[config.mk]
export PLATFORM = sky130hd
export DESIGN_NAME = dmem_port_arbiter
export DESIGN_NICKNAME = d
export VERILOG_FILES = /design/src/rtl/dmem_port_arbiter.sv
export SDC_FILE = /design/constraint.sdc
export NUM_CORES = 1
export LEC_CHECK = 0
export CAP_MARGIN = 30
export CORE_AREA = 3 3 230 232
export DETAILED_ROUTE_END_ITERATION = 10
export DIE_AREA = 0 0 233 235
export GPL_TIMING_DRIVEN = 0
export PLACE_DENSITY_LB_ADDON = 0.15
export SLEW_MARGIN = 0
export SYNTH_ARGS = -nofsm -noshare
export SYNTH_HDL_FRONTEND = slang
export SYNTH_SLANG_ARGS = --single-unit
[constraint.sdc]
create_clock -name clk -period 2.25 [get_ports clk]
set_clock_uncertainty 0.15 [all_clocks]
set_input_delay 0.3375 -clock clk [delete_from_list [all_inputs] [get_ports clk]]
set_output_delay 0.3375 -clock clk [all_outputs]
set_load 0.02 [all_outputs]
[src/rtl/dmem_port_arbiter.sv]
// rtl/dmem_port_arbiter.sv - shares one data-memory port between the CPU MEM stage and an external requester
// Optional macro DMEM_ARB_STATS_EN adds saturating stall-cycle and ext-grant counters.
module dmem_port_arbiter #(
   parameter int ADDR_W     = 64,
   parameter int DATA_W     = 64,
   parameter int STARVE_MAX = 8
) (
   input  logic              clk,
   input  logic              rst,
   input  logic              enable,
   input  logic              cpu_req,
   input  logic              cpu_wen,
   input  logic [ADDR_W-1:0] cpu_addr,
   input  logic [DATA_W-1:0] cpu_wdata,
   output logic              cpu_stall,
   output logic              cpu_rvalid,
   output logic [DATA_W-1:0] cpu_rdata,
   input  logic              ext_req,
   input  logic              ext_wen,
   input  logic [ADDR_W-1:0] ext_addr,
   input  logic [DATA_W-1:0] ext_wdata,
   input  logic              ext_lock,
   output logic              ext_gnt,
   output logic              ext_rvalid,
   output logic [DATA_W-1:0] ext_rdata,
   output logic [ADDR_W-1:0] mem_addr,
   output logic              mem_wen,
   output logic              mem_ren,
   output logic [DATA_W-1:0] mem_wdata,
   input  logic [DATA_W-1:0] mem_rdata
`ifdef DMEM_ARB_STATS_EN
   ,
   output logic [31:0]       stat_stall_cnt,
   output logic [31:0]       stat_ext_cnt
`endif
);

   localparam int                CNT_W      = $clog2(STARVE_MAX + 1);
   localparam logic [CNT_W-1:0]  STARVE_LIM = CNT_W'(STARVE_MAX);

   typedef enum logic [0:0] {
      S_CPU      = 1'b0,
      S_EXT_LOCK = 1'b1
   } state_t;

   state_t             state;
   state_t             state_nxt;
   logic [CNT_W-1:0]   starve_cnt;
   logic               cpu_ok;
   logic               starve_full;
   logic               cpu_granted;
   logic               ext_granted;
   logic               rd_valid_q;
   logic               rd_ext_q;

   assign cpu_ok      = enable & cpu_req;
   assign starve_full = ext_req & (starve_cnt == STARVE_LIM);

   // State register
   always_ff @(posedge clk) begin
      if (rst) begin
         state <= S_CPU;
      end else begin
         state <= state_nxt;
      end
   end

   // Next-state: a locked ext grant holds the port until the lock or the request drops
   always_comb begin
      state_nxt = state;
      case (state)
         S_CPU: begin
            if (ext_granted && ext_lock) begin
               state_nxt = S_EXT_LOCK;
            end
         end
         S_EXT_LOCK: begin
            if (!ext_lock || !ext_req) begin
               state_nxt = S_CPU;
            end
         end
         default: state_nxt = S_CPU;
      endcase
   end

   // Grant decode; nothing is issued while reset is held
   always_comb begin
      cpu_granted = 1'b0;
      ext_granted = 1'b0;
      if (!rst) begin
         case (state)
            S_CPU: begin
               cpu_granted = cpu_ok & ~starve_full;
               ext_granted = ext_req & ~cpu_granted;
            end
            S_EXT_LOCK: begin
               ext_granted = ext_req;
               cpu_granted = cpu_ok & ~ext_req;
            end
            default: begin
               cpu_granted = 1'b0;
               ext_granted = 1'b0;
            end
         endcase
      end
   end

   // Port issue and requester-facing outputs
   always_comb begin
      mem_addr   = cpu_addr;
      mem_wdata  = cpu_wdata;
      mem_wen    = 1'b0;
      mem_ren    = 1'b0;
      if (ext_granted) begin
         mem_addr  = ext_addr;
         mem_wdata = ext_wdata;
         mem_wen   = ext_wen;
         mem_ren   = ~ext_wen;
      end else if (cpu_granted) begin
         mem_wen   = cpu_wen;
         mem_ren   = ~cpu_wen;
      end
      cpu_stall  = ~rst & cpu_ok & ~cpu_granted;
      ext_gnt    = ext_granted;
      cpu_rvalid = ~rst & rd_valid_q & ~rd_ext_q;
      ext_rvalid = ~rst & rd_valid_q & rd_ext_q;
      cpu_rdata  = mem_rdata;
      ext_rdata  = mem_rdata;
   end

   // Counts CPU wins over a waiting ext requester
   always_ff @(posedge clk) begin
      if (rst) begin
         starve_cnt <= '0;
      end else if (ext_granted || !ext_req) begin
         starve_cnt <= '0;
      end else if (cpu_granted && (starve_cnt != STARVE_LIM)) begin
         starve_cnt <= starve_cnt + 1'b1;
      end
   end

   // Read owner tracking for the one-cycle memory latency
   always_ff @(posedge clk) begin
      if (rst) begin
         rd_valid_q <= 1'b0;
         rd_ext_q   <= 1'b0;
      end else begin
         rd_valid_q <= mem_ren;
         rd_ext_q   <= ext_granted;
      end
   end

`ifdef DMEM_ARB_STATS_EN
   always_ff @(posedge clk) begin
      if (rst) begin
         stat_stall_cnt <= '0;
         stat_ext_cnt   <= '0;
      end else begin
         if (cpu_stall && (stat_stall_cnt != 32'hFFFF_FFFF)) begin
            stat_stall_cnt <= stat_stall_cnt + 32'd1;
         end
         if (ext_granted && (stat_ext_cnt != 32'hFFFF_FFFF)) begin
            stat_ext_cnt <= stat_ext_cnt + 32'd1;
         end
      end
   end
`endif

endmodule

==> results of run 1 <==
-- routing by layer --
layer / vias to the layer above / track usage (%) / share of wire [%]
li1: 2179 / - / -
met1: 2094 / 11.2 / 37
met2: 281 / 19.0 / 52
met3: 16 / 3.72 / 10
met4: 12 / 0.504 / 0.22
met5: - / 0 / 0.26
-- sequential cells by signal (all words and copies together), names as in the netlist --
register	cells
starve_cnt	4
rd_ext_q	1
state	1
rd_valid_q	1
-- Yosys cell counts (2+ instances only) --
cell type	number	area (um^2)
and3b_1	3	26.3
buf_2	3	15.0
buf_4	128	961
buf_6	11	124
dfxtp_1	7	140
ha_1	2	25.0
inv_1	3	11.3
mux2_1	98	1100
mux2_2	30	338
nand2_1	2	7.51
nand3_1	3	15.0
nand4b_1	2	17.5
nor2_1	2	7.51
nor3_1	2	10.0
o311ai_0	2	17.5
or4_1	2	15.0
-- layout make-up --
cell class / instances / area [um^2]
fillers: 5635 / 40700
repair buffers: 599 / 6180
multi-input cells: 164 / 2110
plain buffers: 136 / 1120
well taps: 680 / 851
flip-flops and latches: 7 / 143
clock buffers: 4 / 78.8
inverters: 4 / 15.0
diodes: 1 / 2.50
-- cell usage in the layout (no fill, tap or decap), drive strengths merged --
cell	count
clkdlybuf4s50	389
buf	330
mux2	128
clkbuf	14
dfxtp	7
dlygate4sd2	4
inv	4
nand3	3
and3b	3
nor2	2
nand4b	2
or4	2
clkdlybuf4s15	2
nand2	2
o31ai	2
nor3	2
o311ai	2
ha	2
diode	1
nor2b	1
nand2b	1
nor3b	1
nand3b	1
nand4	1
or4b	1
o211ai	1
and3	1
a21o	1
nor4b	1
mux2i	1
and2	1
a21oi	1
nor4	1
-- worst max-delay path: stages, from the launching register on --
cell     delay, ns
dfxtp_2       0.32
inv_2         0.05
ha_4          0.15
and3b_2       0.22
o31ai_4       0.22
buf_6         0.19
buf_12        0.16
buf_12        0.13
buf_12        0.12
buf_6         0.09
mux2_4        0.29
buf_6         0.14
-- report_power, final --
group,switching (mW),internal (mW),leakage [nW]
Sequential,0.00288,0.129,0.0580
Combinational,0.933,1.46,4.61
Clock,0.0667,0.236,0.0382
-- per-stage QoR --
step	instance area (um^2)	TNS, ns	cells
4_1_cts	10300	-65.29	1579
3_3_place_gp	9080	-159.22	1523
6_report	10500	-60.75	1595
3_5_place_dp	9080	-161.65	1523
2_1_floorplan	2970	-1.57	318
5_1_grt	10500	-73.09	1594
-- worst paths after layout --
kind	startpoint	end	slack (ns)
max	starve_cnt[0]	mem_wdata[61]	-0.59
min	starve_cnt[3]	starve_cnt[3]	0.35
max reg2reg	starve_cnt[0]	state	0.17
min reg2reg	starve_cnt[3]	starve_cnt[3]	0.35
-- cells by family after synthesis --
group / Yosys count / synth area share [%]
buf+inv: 147 / 37.7
compound gates: 7 / 2.23
fa+ha+maj: 2 / 0.842
mux: 129 / 48.8
simple gates: 26 / 5.73
flops: 7 / 4.71
-- timing repair --
item / CTS / global route
cloned: 7 / 1
hold endpoints to repair: 0 / 0
setup endpoints to repair: 136 / 132
pin swaps: 3 / 1
gates resized for setup: 817 / 155
buffers inserted: 46 / 26
==> run_results.csv, run 1 <==
group,metric,value,unit
status,status,"complete, but fails checks",
status,violations,"negative setup slack",
timing,rsz0062_at_grt,"yes",
finish,post-route-util,20.5,%
floorplanning,core,0.0512,mm^2
clocking,clock-sinks,7,
routing,drc,0,
synth,ys.flop_type,"dfxtp_1",
routing,postRouteAntennaNets,0,
finish,syn2layout_area_growth,253,%
synth,synth.yosys.seq_area_share,4.71,%
critical_path,worstSetupPathType,"flop to primary output",
timing,setup_slack,-0.586,ns
routing,vias_per_cell,2.87,
synth,synth-seq-cells,7,
timing,drv_slew,0,
finish,drive_gt1_share,53.1,%
pwr,p_per_area,270,mW/mm^2
timing,finalSetupViolCount,129,
placement,dpl.hpwl,25700,um
floorplanning,dieArea,0.0548,mm^2
global_route,grt_max_degree,11,
clocking,cts_tree,"yes",
routing,vias,4582,
critical_path,crit_fanout,6,
job,drv_cap,0,
clocking,holdBufCountCts,0,
clocking,cts_buffers,3,
global_route,gr-usage-all-layers,10.1,%
timing,slew-limit-headroom,77.9,%
placement,gp_congestion,0.752,
hold_path,min_path_cells,2,
timing,period_share,126,%
global_route,globalRouteOverflowTotal,0,
clocking,cts_htree_levels,1,
placement,portBuffers,525,
timing,period_needed,2.84,ns
timing,finalHoldViolations,0,
global_route,grt_antenna_before_repair,8,
routing,first_iter_violations,111,
placement,pre_cts_ws,-1.41,ns
clocking,root_buffer,"clkbuf_16",
clocking,clock_path_buffers,2,
global_route,grt_first_pass_wirelength,39400,um
pwr,power,2.83,mW
floorplanning,initial_core_util,5.81,%
pwr,leakagePower,4.71,nW
synth,async_flop_share,0,%
synth,netlist_instances,318,
hold_path,worstHoldPathType,"flop to flop",
clocking,clk-insertion-delay-late,0.23,ns
finish,final_nets,1245,
clocking,clkTransAtPathRegs,0.04,ns
pwr,ir_worst_vdd,0.191,mV
routing,wl_per_cell,18.9,um
floorplanning,io_pins,590,
critical_path,end_kind,"primary output",
global_route,grt_pass1_vias,4791,
floorplanning,rows,83,
synth,ys_types,34,
synth,synth_edf_count,0,
timing,fmax,0.353,GHz
floorplanning,die_y,235,um
timing,worstMarginPinSlew,0.327,ns
timing,hold-worst-slack,0.351,ns
synth,yosysWarnings,0,
routing,dr.pass1.iters,4,
floorplanning,dieWidth,233,um
synth,syn-cell-area,0.00297,mm^2
critical_path,rr_worst_depth,11,
critical_path,worstPathArrival,2.35,ns
critical_path,critPathLaunchType,"flop",
critical_path,crit_required,1.76,ns
synth,syn_nets,648,
synth,avgSynthCellArea,9.35,um^2
routing,wirelength,30200,um
No activity file was read; power rests on OpenSTA's default activity.
==> run 2, diff against run 1 <==
--- a/config.mk
+++ b/config.mk
@@ -11,6 +11,7 @@
 export DIE_AREA = 0 0 233 235
 export GPL_TIMING_DRIVEN = 0
 export PLACE_DENSITY_LB_ADDON = 0.15
+export SKIP_CTS_REPAIR_TIMING = 1
 export SLEW_MARGIN = 0
 export SYNTH_ARGS = -nofsm -noshare
 export SYNTH_HDL_FRONTEND = slang
==> run_results.csv, run 2 (same netlist as run 1, synthesis figures left out) <==
group,metric,value,unit
status,status,"complete, but fails checks",
status,violations,"negative setup slack",
global_route,grt_antenna_before_repair,11,
routing,postRouteAntennaNets,0,
floorplanning,dieWidth,233,um
hold_path,hp-start,"starve_cnt[3]",
finish,final_nets,1195,
routing,first_iter_violations,88,
pwr,p_per_area,269,mW/mm^2
clocking,root_buffer,"clkbuf_16",
clocking,clock_path_buffers,2,
critical_path,end_kind,"primary output",
finish,post-route-util,19.9,%
global_route,grt_pass1_vias,4414,
critical_path,worstPathArrival,2.30,ns
timing,fmax,0.359,GHz
placement,gp_congestion,0.752,
finish,drive_gt1_share,46.3,%
global_route,grt_max_degree,11,
hold_path,worstHoldPathType,"flop to flop",
timing,worstMarginPinSlew,0.443,ns
timing,finalHoldViolations,0,
hold_path,hold_path_end,"starve_cnt[3]",
placement,pre_cts_ws,-1.41,ns
clocking,clkTransAtPathRegs,0.04,ns
hold_path,min_path_cells,2,
placement,portBuffers,525,
timing,finalSetupViolCount,131,
clocking,cts_htree_levels,1,
critical_path,r2r_slack,0.19,ns
finish,syn2layout_area_growth,243,%
finish,layout_commonest_cell,"clkdlybuf4s50_1",
finish,design_area,0.0102,mm^2
finish,regMostFlops,"starve_cnt",
global_route,grt_first_pass_wirelength,36500,um
floorplanning,dieArea,0.0548,mm^2
floorplanning,io_pins,590,
placement,place_area,0.00908,mm^2
finish,fill_cells,5629,
routing,dr.pass1.iters,4,
floorplanning,rows,83,
finish,layout_common_cells,"clkdlybuf4s50_1, buf_4, buf_6",
routing,vias_per_cell,2.84,
clocking,cts_tree,"yes",
routing,wl_per_cell,19.3,um
timing,slew-limit-headroom,70.3,%
timing,period_share,124,%
clocking,clk-insertion-delay-late,0.23,ns
floorplanning,die_y,235,um
timing,setup_slack,-0.537,ns
floorplanning,initial_core_util,5.81,%
timing,drv_slew,0,
job,drv_cap,0,
pwr,ir_worst_vdd,0.195,mV
floorplanning,core,0.0512,mm^2
critical_path,r2r-end,"state",
timing,rsz0062_at_grt,"yes",
critical_path,worstSetupPathType,"flop to primary output",
global_route,gr-usage-all-layers,9.37,%
critical_path,crit_required,1.76,ns
global_route,globalRouteOverflowTotal,0,
placement,dpl.hpwl,25700,um
critical_path,critPathLaunchType,"flop",
routing,wirelength,29800,um
pwr,leakagePower,4.73,nW
routing,vias,4388,
clocking,clock-sinks,7,
critical_path,r2r_start,"starve_cnt[1]",
routing,drc,0,
critical_path,rr_worst_depth,10,
clocking,cts_buffers,3,
finish,largest_reg_flops,4,
timing,period_needed,2.79,ns
critical_path,crit_fanout,7,
-- run 2: cell types whose count changed in the layout (fill, tap and decap cells not counted), sizes merged --
cell,delta
dlymetal6s2s,+35
diode,+2
dlygate4sd2,-4
clkbuf,+2
buf,-82
clkdlybuf4s15,-2
clkdlybuf4s50,+1
-- run 2: worst max-delay path: stages, from the launching register on --
cell,delay [ns]
dfxtp_2,0.34
inv_1,0.07
ha_4,0.16
and3b_2,0.24
o31ai_4,0.23
buf_12,0.19
buf_12,0.16
clkbuf_16,0.17
mux2_2,0.33
buf_2,0.16
-- run 2: worst max path at each step --
stage / startpoint / to / slack, ns / cells after the start
2_1_floorplan: starve_cnt[0] / mem_addr[44] / -0.02 / 7
3_3_place_gp: enable / mem_wdata[38] / -1.38 / 7
3_5_place_dp: enable / mem_wdata[38] / -1.41 / 7
4_1_cts: starve_cnt[0] / mem_wdata[38] / -1.50 / 8
5_1_grt: starve_cnt[1] / mem_addr[5] / -0.60 / 9
6_report: starve_cnt[1] / mem_addr[5] / -0.54 / 9
-- run 2: area by class of cell --
class / count / area (um^2) / area share, %
multi-input cells: 164 / 2080 / 20.4
well taps: 680 / 851 / 8.34
diodes: 3 / 7.51 / 0.0736
repair buffers: 544 / 5820 / 57.1
plain buffers: 141 / 1200 / 11.8
clock buffers: 4 / 78.8 / 0.773
flip-flops and latches: 7 / 143 / 1.40
inverters: 4 / 15.0 / 0.147
-- run 2: routing by layer --
metal / routed length (um) / track usage, % / vias to the layer above
met1: 11100 / 10.0 / 1992
met4: 155 / 0.504 / 14
met5: 81 / 0 / -
met2: 15200 / 17.8 / 277
li1: - / - / 2083
met3: 3320 / 3.94 / 22
-- run 2: report_power, final --
part           leakage (nW)  internal, mW  switching, mW
sequential           0.0580         0.129        0.00292
clock                0.0382         0.236         0.0666
combinational          4.63          1.41          0.905
-- run 2: stage by stage --
stage	std cells	total power, mW	hold WS (ns)	TNS [ns]
after CTS	1527	2.55	0.345	-173.09
after floorplan	318	1.01	0.309	-1.57
after global routing	1545	2.88	0.365	-70.20
after detailed placement	1523	2.22	0.340	-161.65
after global placement	1523	2.23	0.339	-159.22
final	1547	2.74	0.341	-60.41
==> run 3, diff against run 2 <==
--- a/config.mk
+++ b/config.mk
@@ -6,13 +6,15 @@
 export NUM_CORES = 1
 export LEC_CHECK = 0
 export CAP_MARGIN = 30
-export CORE_AREA = 3 3 230 232
+export CELL_PAD_IN_SITES_DETAIL_PLACEMENT = 1
+export CELL_PAD_IN_SITES_GLOBAL_PLACEMENT = 1
+export CORE_AREA = 3 3 229 231
 export DETAILED_ROUTE_END_ITERATION = 10
-export DIE_AREA = 0 0 233 235
+export DIE_AREA = 0 0 232 234
 export GPL_TIMING_DRIVEN = 0
 export PLACE_DENSITY_LB_ADDON = 0.15
 export SKIP_CTS_REPAIR_TIMING = 1
-export SLEW_MARGIN = 0
+export SLEW_MARGIN = 20
 export SYNTH_ARGS = -nofsm -noshare
 export SYNTH_HDL_FRONTEND = slang
 export SYNTH_SLANG_ARGS = --single-unit
==> run_results.csv, run 3 (same netlist as run 1, synthesis figures left out) <==
group,metric,value,unit
critical_path,worstPathArrival,2.27,ns
timing,period_needed,2.76,ns
floorplanning,core,0.0503,mm^2
pwr,ir_worst_vdd,0.169,mV
hold_path,worstHoldPathType,"flop to flop",
global_route,grt_antenna_before_repair,6,
routing,first_iter_violations,61,
global_route,globalRouteOverflowTotal,0,
timing,tns,-58.75,ns
floorplanning,die_y,234,um
timing,finalHoldViolations,0,
timing,hold-worst-slack,0.353,ns
pwr,leakagePower,4.41,nW
clocking,clkTransAtPathRegs,0.04,ns
pwr,power_switching,0.938,mW
timing,period_share,123,%
pwr,p_clk_share,11.8,%
finish,layout_commonest_cell,"clkdlybuf4s50_1",
timing,drv_slew,0,
pwr,p_int,1.65,mW
pwr,p_comb_share,83.1,%
floorplanning,io_pins,590,
clocking,clock-sinks,7,
routing,drc,0,
timing,fmax,0.363,GHz
pwr,power_frac_seq,5.1,%
critical_path,critPathLaunchType,"flop",
critical_path,worstSetupPathType,"flop to primary output",
timing,rsz0062_at_grt,"yes",
timing,worstMarginPinSlew,0.429,ns
status,status,"complete, but fails checks",
placement,dpl.hpwl,25800,um
job,drv_cap,0,
routing,dr.pass1.iters,4,
timing,finalSetupViolCount,131,
finish,final_nets,1193,
routing,postRouteAntennaNets,0,
floorplanning,initial_core_util,5.91,%
routing,vias_per_cell,2.87,
clocking,root_buffer,"clkbuf_16",
status,violations,"negative setup slack",
finish,largest_reg_flops,4,
pwr,p_sw_share,36.2,%
critical_path,r2r_slack,0.17,ns
floorplanning,dieWidth,232,um
placement,gp_congestion,0.711,
critical_path,end_kind,"primary output",
finish,drive_gt1_share,46.3,%
timing,slew-limit-headroom,71.0,%
finish,fill_cells,5838,
clocking,cts_tree,"yes",
global_route,grt_max_degree,11,
finish,regMostFlops,"starve_cnt",
routing,wl_per_cell,18.8,um
global_route,grt_pass1_vias,4664,
clocking,clk-insertion-delay-late,0.23,ns
timing,setup_slack,-0.508,ns
finish,syn2layout_area_growth,227,%
clocking,cts_buffers,3,
global_route,grt_first_pass_wirelength,35100,um
global_route,gr-usage-all-layers,8.97,%
critical_path,crit_required,1.76,ns
floorplanning,rows,82,
routing,wirelength,28900,um
finish,layout_common_cells,"clkdlybuf4s50_1, buf_4, mux2_2",
critical_path,crit_fanout,10,
clocking,clock_path_buffers,2,
placement,portBuffers,525,
floorplanning,dieArea,0.0543,mm^2
routing,vias,4426,
clocking,cts_htree_levels,1,
pwr,p_per_area,267,mW/mm^2
-- run 3: cell count changes in the layout (fill, tap and decap cells not counted), sizes merged --
cell,previous run,this run
diode,3,6
buf,248,250
clkbuf,16,12
-- run 3: through the flow --
stage | instance area (um^2) | setup slack (ns) | power, mW | cells | util [%]
2_1_floorplan | 2970 | -0.0166 | 1.01 | 318 | -
3_3_place_gp | 9070 | -1.42 | 2.23 | 1515 | 18.0
3_5_place_dp | 9070 | -1.43 | 2.22 | 1515 | 18.0
4_1_cts | 9150 | -1.47 | 2.55 | 1519 | 18.2
5_1_grt | 9710 | -0.610 | 2.74 | 1538 | 19.3
6_report | 9710 | -0.508 | 2.59 | 1540 | 19.3
-- run 3: critical path, cell delays in order (launching register included) --
cell and delay [ns]:
dfxtp_2 0.34, inv_2 0.05, ha_4 0.15, and3b_2 0.24
o31ai_4 0.25, buf_6 0.16, clkbuf_16 0.18, buf_12 0.15
mux2_2 0.34, buf_2 0.17
-- run 3: power by group through the flow --
stage	clock, mW	sequential (mW)	combinational (mW)
2_1_floorplan	0	0.133	0.876
3_3_place_gp	0	0.134	2.10
3_5_place_dp	0	0.133	2.09
4_1_cts	0.315	0.132	2.10
5_1_grt	0.327	0.132	2.28
6_report	0.305	0.132	2.16
-- run 3: area by class of cell --
class | count | area, um^2 | area share (%)
multi-input combinational | 164 | 1940 | 19.9
sequential | 7 | 143 | 1.47
tap | 672 | 841 | 8.66
timing repair buffer | 540 | 5470 | 56.3
clock buffer | 4 | 78.8 | 0.812
antenna | 6 | 15.0 | 0.155
inverter | 4 | 15.0 | 0.155
buffer | 143 | 1210 | 12.5
-- run 3: final timing paths --
| check | startpoint | endpoint | cells after the start |
|---|---|---|---|
| worst max register to register | starve_cnt[0] | state | 10 |
| worst min register to register | starve_cnt[3] | starve_cnt[3] | 2 |
| worst min-delay path | starve_cnt[3] | starve_cnt[3] | 2 |
| worst max-delay path | starve_cnt[0] | mem_addr[17] | 9 |
-- run 3: per-layer routing --
metal	up-vias	GRT usage, %	routed length (um)
li1	2081	-	-
met1	2033	8.47	9400
met2	302	17.5	15600
met3	8	4.85	3730
met4	2	0.968	167
met5	-	0	13
